<file path="src/rtl/trap_ctrl.sv">
// ----------------------------------------------------------------------------
// trap_ctrl
//   Trap / interrupt sequencer sitting just upstream of the CSR file in
//   writeback. It watches retiring instructions and the machine interrupt
//   lines. When a trap or MRET is due, it drives the CSR file's update inputs
//   for exactly one cycle, flushes younger work and redirects fetch to the
//   trap vector (trap) or to mepc (MRET).
//
// Ports
//   clk, rst_n                       clock, asynchronous active-low reset
//   commit_valid/pc/exc/cause/mret   retiring instruction in writeback
//   next_pc                          PC of oldest not-yet-retired instruction
//   pipe_idle                        no memory ops in flight; safe to redirect
//   irq_sw, irq_tmr, irq_ext         level interrupt lines (MSIP/MTIP/MEIP)
//   csr_mstatus_mie, csr_mie,
//   csr_mtvec, csr_mepc, mode        current CSR / privilege state
//   st_csr, trap_pc, trap_code,
//   csr_en                           CSR file update (valid in TAKE only)
//   stall_req, flush                 pipeline control
//   redirect_valid/pc/ready          fetch redirect handshake
//   dbg_state                        current FSM state (0 IDLE, 1 DRAIN,
//                                    2 TAKE, 3 REDIRECT)
//
// Redirect handshake: redirect_valid rises in REDIRECT and stays high, with
// redirect_pc held constant, until the cycle in which redirect_ready is
// sampled high. The transfer completes on that clock edge.
// ----------------------------------------------------------------------------
module trap_ctrl #(
    parameter int XLEN = 64
) (
    input  logic            clk,
    input  logic            rst_n,
    input  logic            commit_valid,
    input  logic [XLEN-1:0] commit_pc,
    input  logic            commit_exc,
    input  logic [3:0]      commit_cause,
    input  logic            commit_mret,
    input  logic [XLEN-1:0] next_pc,
    input  logic            pipe_idle,
    input  logic            irq_sw,
    input  logic            irq_tmr,
    input  logic            irq_ext,
    input  logic            csr_mstatus_mie,
    input  logic [XLEN-1:0] csr_mie,
    input  logic [XLEN-1:0] csr_mtvec,
    input  logic [XLEN-1:0] csr_mepc,
    input  logic [1:0]      mode,
    output logic [1:0]      st_csr,
    output logic [XLEN-1:0] trap_pc,
    output logic [XLEN-1:0] trap_code,
    output logic            csr_en,
    output logic            stall_req,
    output logic            flush,
    output logic            redirect_valid,
    output logic [XLEN-1:0] redirect_pc,
    input  logic            redirect_ready,
    output logic [1:0]      dbg_state
);

    typedef enum logic [1:0] {
        S_IDLE     = 2'd0,
        S_DRAIN    = 2'd1,
        S_TAKE     = 2'd2,
        S_REDIRECT = 2'd3
    } state_t;

    localparam logic [1:0] STCSR_NONE  = 2'b00;
    localparam logic [1:0] STCSR_ERROR = 2'b01;
    localparam logic [1:0] STCSR_MRET  = 2'b10;

    state_t r_state;
    state_t w_next;

    // Event latches: captured when the event is accepted, consumed in TAKE.
    logic [XLEN-1:0] r_pc;
    logic [XLEN-1:0] r_code;
    logic            r_is_mret;
    logic [XLEN-1:0] r_target;

    // Load strobes produced by the next-state logic.
    logic w_ld_exc;
    logic w_ld_mret;
    logic w_ld_irq;
    logic w_ld_tgt;

    // ------------------------------------------------------------------
    // Interrupt qualification
    // ------------------------------------------------------------------
    logic       w_ext;
    logic       w_sw;
    logic       w_tmr;
    logic       w_irq_en;
    logic       w_irq_pend;
    logic [3:0] w_irq_cause;

    assign w_ext      = irq_ext & csr_mie[11];
    assign w_sw       = irq_sw  & csr_mie[3];
    assign w_tmr      = irq_tmr & csr_mie[7];
    // Below M-mode, interrupts are always globally enabled.
    assign w_irq_en   = csr_mstatus_mie | (mode != 2'b11);
    assign w_irq_pend = w_irq_en & (w_ext | w_sw | w_tmr);

    // Fixed priority: external > software > timer.
    always_comb begin
        w_irq_cause = 4'd7;
        if (w_ext) begin
            w_irq_cause = 4'd11;
        end else if (w_sw) begin
            w_irq_cause = 4'd3;
        end
    end

    // ------------------------------------------------------------------
    // Trap target
    // ------------------------------------------------------------------
    logic [XLEN-1:0] w_trap_base;
    logic [XLEN-1:0] w_vec_off;
    logic [XLEN-1:0] w_trap_tgt;

    assign w_trap_base = {csr_mtvec[XLEN-1:2], 2'b00};
    assign w_vec_off   = {{(XLEN-6){1'b0}}, r_code[3:0], 2'b00};
    // Vectored mode applies to interrupts only; exceptions use the base.
    assign w_trap_tgt  = ((csr_mtvec[1:0] == 2'b01) && r_code[XLEN-1])
                         ? (w_trap_base + w_vec_off) : w_trap_base;

    // Only a handful of mie bits are architecturally meaningful here.
    logic w_unused_bits;
    assign w_unused_bits = &{1'b0, csr_mie[XLEN-1:12], csr_mie[10:8],
                             csr_mie[6:4], csr_mie[2:0]};

    // ------------------------------------------------------------------
    // FSM state register
    // ------------------------------------------------------------------
    always_ff @(posedge clk or negedge rst_n) begin
        if (!rst_n) begin
            r_state <= S_IDLE;
        end else begin
            r_state <= w_next;
        end
    end

    // ------------------------------------------------------------------
    // FSM next-state and outputs
    // ------------------------------------------------------------------
    always_comb begin
        w_next         = r_state;
        w_ld_exc       = 1'b0;
        w_ld_mret      = 1'b0;
        w_ld_irq       = 1'b0;
        w_ld_tgt       = 1'b0;
        st_csr         = STCSR_NONE;
        trap_pc        = '0;
        trap_code      = '0;
        csr_en         = 1'b0;
        stall_req      = 1'b0;
        flush          = 1'b0;
        redirect_valid = 1'b0;
        redirect_pc    = '0;

        unique case (r_state)
            S_IDLE: begin
                // Exception beats MRET beats interrupt. A pending interrupt
                // that loses here is seen again once we come back to IDLE.
                if (commit_valid && commit_exc) begin
                    w_ld_exc = 1'b1;
                    w_next   = S_TAKE;
                end else if (commit_valid && commit_mret) begin
                    w_ld_mret = 1'b1;
                    w_next    = S_TAKE;
                end else if (w_irq_pend) begin
                    w_next = S_DRAIN;
                end
            end

            S_DRAIN: begin
                stall_req = 1'b1;
                // A dropped interrupt cancels the drain without any CSR update.
                if (!w_irq_pend) begin
                    w_next = S_IDLE;
                end else if (pipe_idle) begin
                    w_ld_irq = 1'b1;
                    w_next   = S_TAKE;
                end
            end

            S_TAKE: begin
                csr_en    = 1'b1;
                flush     = 1'b1;
                stall_req = 1'b1;
                st_csr    = r_is_mret ? STCSR_MRET : STCSR_ERROR;
                trap_pc   = r_pc;
                trap_code = r_code;
                // Capture the target now: mepc is still the pre-update value.
                w_ld_tgt  = 1'b1;
                w_next    = S_REDIRECT;
            end

            S_REDIRECT: begin
                stall_req      = 1'b1;
                redirect_valid = 1'b1;
                redirect_pc    = r_target;
                if (redirect_ready) begin
                    w_next = S_IDLE;
                end
            end

            default: begin
                w_next = S_IDLE;
            end
        endcase
    end

    // ------------------------------------------------------------------
    // Event latches
    // ------------------------------------------------------------------
    always_ff @(posedge clk or negedge rst_n) begin
        if (!rst_n) begin
            r_pc      <= '0;
            r_code    <= '0;
            r_is_mret <= 1'b0;
            r_target  <= '0;
        end else begin
            if (w_ld_exc) begin
                r_pc      <= commit_pc;
                r_code    <= {{(XLEN-4){1'b0}}, commit_cause};
                r_is_mret <= 1'b0;
            end else if (w_ld_mret) begin
                r_pc      <= commit_pc;
                r_code    <= '0;
                r_is_mret <= 1'b1;
            end else if (w_ld_irq) begin
                r_pc      <= next_pc;
                r_code    <= {1'b1, {(XLEN-5){1'b0}}, w_irq_cause};
                r_is_mret <= 1'b0;
            end
            if (w_ld_tgt) begin
                r_target <= r_is_mret ? csr_mepc : w_trap_tgt;
            end
        end
    end

    assign dbg_state = r_state;

    // The pipeline must not retire anything while frozen.
    a_no_commit_in_stall : assert property (
        @(posedge clk) disable iff (!rst_n) stall_req |-> !commit_valid
    );

endmodule
</file>
<file path="config.mk">
export PLATFORM = sky130hd
export DESIGN_NAME = trap_ctrl
export DESIGN_NICKNAME = d
export VERILOG_FILES = /design/src/rtl/trap_ctrl.sv
export SDC_FILE = /design/constraint.sdc
export NUM_CORES = 1
export LEC_CHECK = 0
export CORE_AREA = 2 2 207 209
export DETAILED_ROUTE_END_ITERATION = 7
export DIE_AREA = 0 0 209 211
export PLACE_DENSITY = 0.61
export SYNTH_ARGS = -nofsm -noshare
export SYNTH_HDL_FRONTEND = slang
export SYNTH_SLANG_ARGS = --single-unit
</file>
<file path="constraint.sdc">
create_clock -name clk -period 2.7 [get_ports clk]
set_clock_uncertainty 0.2 [all_clocks]
set_input_delay 0.81 -clock clk [delete_from_list [all_inputs] [get_ports clk]]
set_output_delay 0.81 -clock clk [all_outputs]
set_load 0.005 [all_outputs]
</file>
# Yosys cells after proc, flatten, opt, wreduce, memory -nomap -nowiden
# Cells that the tools add are included.
# Widths: inputs -> output; s select.
totals:
  register_bits: 195
classes:
  n_addsub: 1
  muxes: 36
  bitwise: 7
  n_reduce_logical: 7
  eq_ne: 8
op_table:
  columns: ["cell", "count"]
  rows:
  - ["$mux 64", 11]
  - ["$add 64x6->64", 1]
  - ["$mux 2", 8]
  - ["$mux 1", 14]
  - ["$pmux 2 s4", 1]
  - ["$and 1x1->1", 4]
  - ["$eq 2x1->1 const B", 2]
  - ["$eq 2x2->1 const B", 2]
  - ["$mux 4", 1]
  - ["$ne 2x2->1 const B", 2]
  - ["$ne 4x4->1 const B", 1]
  - ["$logic_and 1x1->1", 3]
  - ["$mux 3", 1]
  - ["$ne 3x3->1 const B", 1]
  - ["$or 1x1->1", 3]
  - ["$reduce_and 3->1", 1]
  - ["$reduce_bool 3->1", 1]
  - ["$reduce_or 3->1", 1]
  - ["$logic_not 2->1", 1]

# Logic depth before layout (Yosys ltp)
depth:
  ltp_word: 9
  ltp_mapped: 9

# Worst setup path before layout
# OpenSTA, ideal clock, no wires.
synth_path:
  kind: "input -> register"
  from: "input csr_mtvec[2]"
  to: "register r_target[22]"
  path_stages: 9
  arrival_ns: 2.715
  slack_ns: -0.349
  setup_time_ns: 0.135
  required_time_ns: 2.365
  n_path_buf: 1
  path_cell_list: "ha_1 -> fa_1 -> a21o_1 -> a21oi_1 -> or2_1 -> clkbuf_1 -> nor4_1 -> xnor2_1 -> o22ai_1"
synth_via:
  elab_chain_len: 3
synth_rtl:
  columns: ["item", "line_no", "rtl"]
  rows:
  - ["start: declaration", "45", "input logic [XLEN-1:0] csr_mtvec,"]
  - ["$add 64x6->64", "124", "? (w_trap_base + w_vec_off) : w_trap_base;"]
  - ["$mux 64", "124", null]
  - ["$mux 64", "237", "r_target <= r_is_mret ? csr_mepc : w_trap_tgt;"]
  - ["end signal: assignment", "237", null]
  - ["end: declaration", "78", "logic [XLEN-1:0] r_target;"]
# Every way passes these cells.
# A chain may end at the register's enable or synchronous reset.

# Worst setup path in the final report
layout_path:
  from: "register r_state[1], in the netlist dbg_state[1]"
  to: "output trap_pc[60]"
layout_via:
  elab_chain_len: 2
layout_rtl:
  columns: ["item", "line_no", "rtl"]
  rows:
  - ["start: declaration", "71", "state_t r_state;"]
  - ["start signal: assignment", "138", "r_state <= w_next;"]
  - ["$eq 2x2->1", "160", "unique case (r_state)"]
  - ["$mux 64", "160", null]
  - ["end: declaration", "49", "output logic [XLEN-1:0] trap_pc,"]
# Every way passes these cells.

==> flow_summary.ini <==
[placed_design]
dp_hpwl_um = 30200
placed_area_sq_mm = 0.0147
gp_congestion = 0.870
port_buffers = 416
place_inst = 2090
dp_slack_ps = -973

[setup_path]
critPathLaunchType = register
slowest_delay_ps = 430
worstPathRequired_ps = 1690
reg2regPathDepth = 10
end_kind = output pin
crit_fanout = 5
r2r_start = r_code[0]$_DFFE_PN0P_
r2r_end = r_target[31]$_DFFE_PN0P_
worstPathCellList = nand2b_4 > inv_8 > buf_12 > buf_16 > buf_8 > buf_6 > buf_6 > and2_4 > buf_6
r2r_slack_ps = 120
cpMaxStageDelayCell = dfrtp_2
path_class = reg -> out
path_common_cell = buf_6
critPathArrivalTime_ps = 1920

[grt]
grt_pass1_wl_um = 65200
antenna_found_initial = 5
grt_overflow = 0
grt_max_degree = 91
grt.total_usage_pct = 19.5
grt_pass1_vias = 10673

[worst_hold_path]
hp-class = in -> async

[finish]
ff_latch_area_sq_mm = 0.00341
multi_input_area_sq_mm = 0.00555
area_delta_synth_final_pct = 83.5
fillerInstances = 4176
drive_above_1_share_pct = 31.2
finalNonFillerCells = 2203
final_area_sq_mm = 0.0166
nets = 1992

[die]
die_w_um = 209
num_rows = 75
ios = 537
die_y_um = 211
start_util_pct = 21.6
dieArea_sq_mm = 0.0441
core-area_sq_mm = 0.0418

[pwr]
peakVddDrop_v = 0.000470
powerDensity_mw_per_mm2 = 895
leakagePower_nw = 7.37

[synth]
synth_cells = 1072
syn_area_sq_mm = 0.00902
ys_seq_area_share_pct = 37.7
synth_seq_cells = 136
synth_ff_type = dfrtp_1
ys_types = 54
async_reset_ff_share_pct = 100
synth-edff-count = 0
yosys_warnings = 0
avgSynthCellArea_sq_um = 8.42

[drt]
detail_route.vias_per_cell = 4.61
dr.pass1.iters = 7
drt_iter0_drc = 564
wl_per_cell_um = 20.0
ant_nets = 0
drc = 0
vias = 10160
wirelength_um = 44000

[timing]
max_freq_mhz = 341
finalMaxSlewViolations = 0
finalCritPeriodShare_pct = 109
setup_viol = 78
finalCriticalPeriod_ps = 2930
rsz0062_at_grt = yes
hold_viol = 0
relSlewSlack_pct = 42.5
worst_slack_ps = -230
whs_ps = 122
worst_pin_slew_ps = 863

[status]
outcome = complete, but fails checks
violations = setup timing

[clock_network]
clock_path_buffers = 2
cts_tree = yes
cts_root_buf = clkbuf_16
clkTransAtPathRegs_ps = 60
cts_max_level = 4
clock-sinks = 136
clk_latency_ps = 440
cts_buffers = 17

[job]
drv_cap = 0
flip-flops by register name, summed over array words and instances, names as in the netlist:
signal,cells
r_code,5
dbg_state,2
r_is_mret,1
r_target,64
r_pc,64
cells in the mapped netlist, types with 3 or more instances:
master	n	area share, %
dfrtp_1	136	38
nand2_1	111	4.6
o21ai_0	98	5.4
and3_1	93	6.4
and2_1	74	5.1
clkbuf_1	69	2.9
mux2i_1	68	7.5
buf_4	60	5.0
a21oi_1	54	3.0
nor2_1	53	2.2
xnor2_1	34	3.3
nand3_1	24	1.3
o22ai_1	24	1.7
xor2_1	22	2.1
o21ai_1	18	1.0
inv_1	16	0.67
nand4_1	16	1.1
nor3_1	16	0.89
nor4_1	11	0.76
nor4_2	9	1.2
buf_1	8	0.33
ha_1	4	0.55
nand2b_1	4	0.28
o21a_1	4	0.33
a221o_1	3	0.33
a22oi_1	3	0.25
per-stage QoR:
| stage | TNS (ps) | power, mW | utilization (%) |
|---|---|---|---|
| 2_1_floorplan | -902 | 6.59 | - |
| 3_3_place_gp | -63420 | 9.98 | 35.1 |
| 3_5_place_dp | -68200 | 10.1 | 35.1 |
| 4_1_cts | -8290 | 14.7 | 39.2 |
| 5_1_grt | -13800 | 15.8 | 39.6 |
| 6_report | -5790 | 14.8 | 39.7 |
worst max-delay path by stage:
| stage | from | end | slack (ps) | depth (start not counted) |
|---|---|---|---|---|
| CTS | dbg_state[1]$_DFFE_PN0P_ | trap_pc[60] | -290 | 9 |
| global placement | csr_mtvec[17] | r_target[35]$_DFFE_PN0P_ | -980 | 7 |
| detailed placement | csr_mtvec[17] | r_target[60]$_DFFE_PN0P_ | -970 | 9 |
| floorplan | csr_mtvec[16] | r_target[63]$_DFFE_PN0P_ | -140 | 7 |
| global route | dbg_state[1]$_DFFE_PN0P_ | trap_pc[60] | -310 | 9 |
| finish | dbg_state[1]$_DFFE_PN0P_ | trap_pc[60] | -230 | 9 |
worst max-delay path: cells and delay by family, from the launching register on:
family	cells	cell delay, ps
and+or+nand+nor	2	250
buffers and inverters	7	770
DFF	1	430
per-layer routing:
| metal | up-vias | track usage (%) | share of wire, % |
|---|---|---|---|
| li1 | 4775 | - | - |
| met3 | 55 | 5.28 | 6.5 |
| met2 | 403 | 34.7 | 50 |
| met4 | 2 | 4.90 | 2.1 |
| met1 | 4925 | 23.1 | 41 |
| met5 | - | 0 | 0.030 |
what timing repair did:
action | 4_1_cts | 5_1_grt
pin swaps | 39 | 27
buffers inserted | 51 | 15
gates cloned | 14 | 3
hold buffers | 0 | 0
endpoints found under the setup margin | 196 | 194
resized for setup | 650 | 134
cells in the final DEF, fill, tap and decap left out, drive strengths merged, types with 16 or more instances in the layout:
cell and n:
o21ai 116, and2 74, a21oi 54, buf 318
nand2 111, and3 93, mux2i 68, nand4 17
xor2 22, nor4 21, nor3 16, clkdlybuf4s50 244
clkbuf 63, nor2 53, nand3 24, o22ai 24
inv 18, conb 59, xnor2 34, dfrtp 136
dlygate4sd2 22
report_power, final:
| part | leakage (nW) | switching (mW) | total (mW) | internal, mW |
|---|---|---|---|---|
| registers | 1.65 | 0.615 | 3.68 | 3.07 |
| logic | 5.43 | 3.98 | 8.62 | 4.64 |
| clock network | 0.285 | 1.03 | 2.52 | 1.50 |
layout make-up:
class                           instances  share of cell area, %
Sequential cell                       136                   20.6
Clock inverter                         11                  0.891
Inverter                               18                  0.468
Clock buffer                           20                   2.76
Antenna cell                            2                 0.0302
Tap cell                              539                   4.07
Multi-Input combinational cell        836                   33.5
Timing Repair Buffer                  641                   37.7
kinds of logic (layout without fill, tap and decap cells):
group                    count (synthesis)  after routing  synth area share (%)
AND/OR/NAND/NOR                        433            434                  26.3
multiplexers                            68             68                  7.54
other                                    1             61                0.0416
buffers and inverters                  159            690                  9.30
AO/OA/AOI/OAI                          214            214                  12.9
XOR/XNOR                                56             56                  5.43
adder cells (fa/ha/maj)                  5              5                 0.776
flip-flops                             136            136                  37.7
No activity file was read; power rests on OpenSTA's default activity.
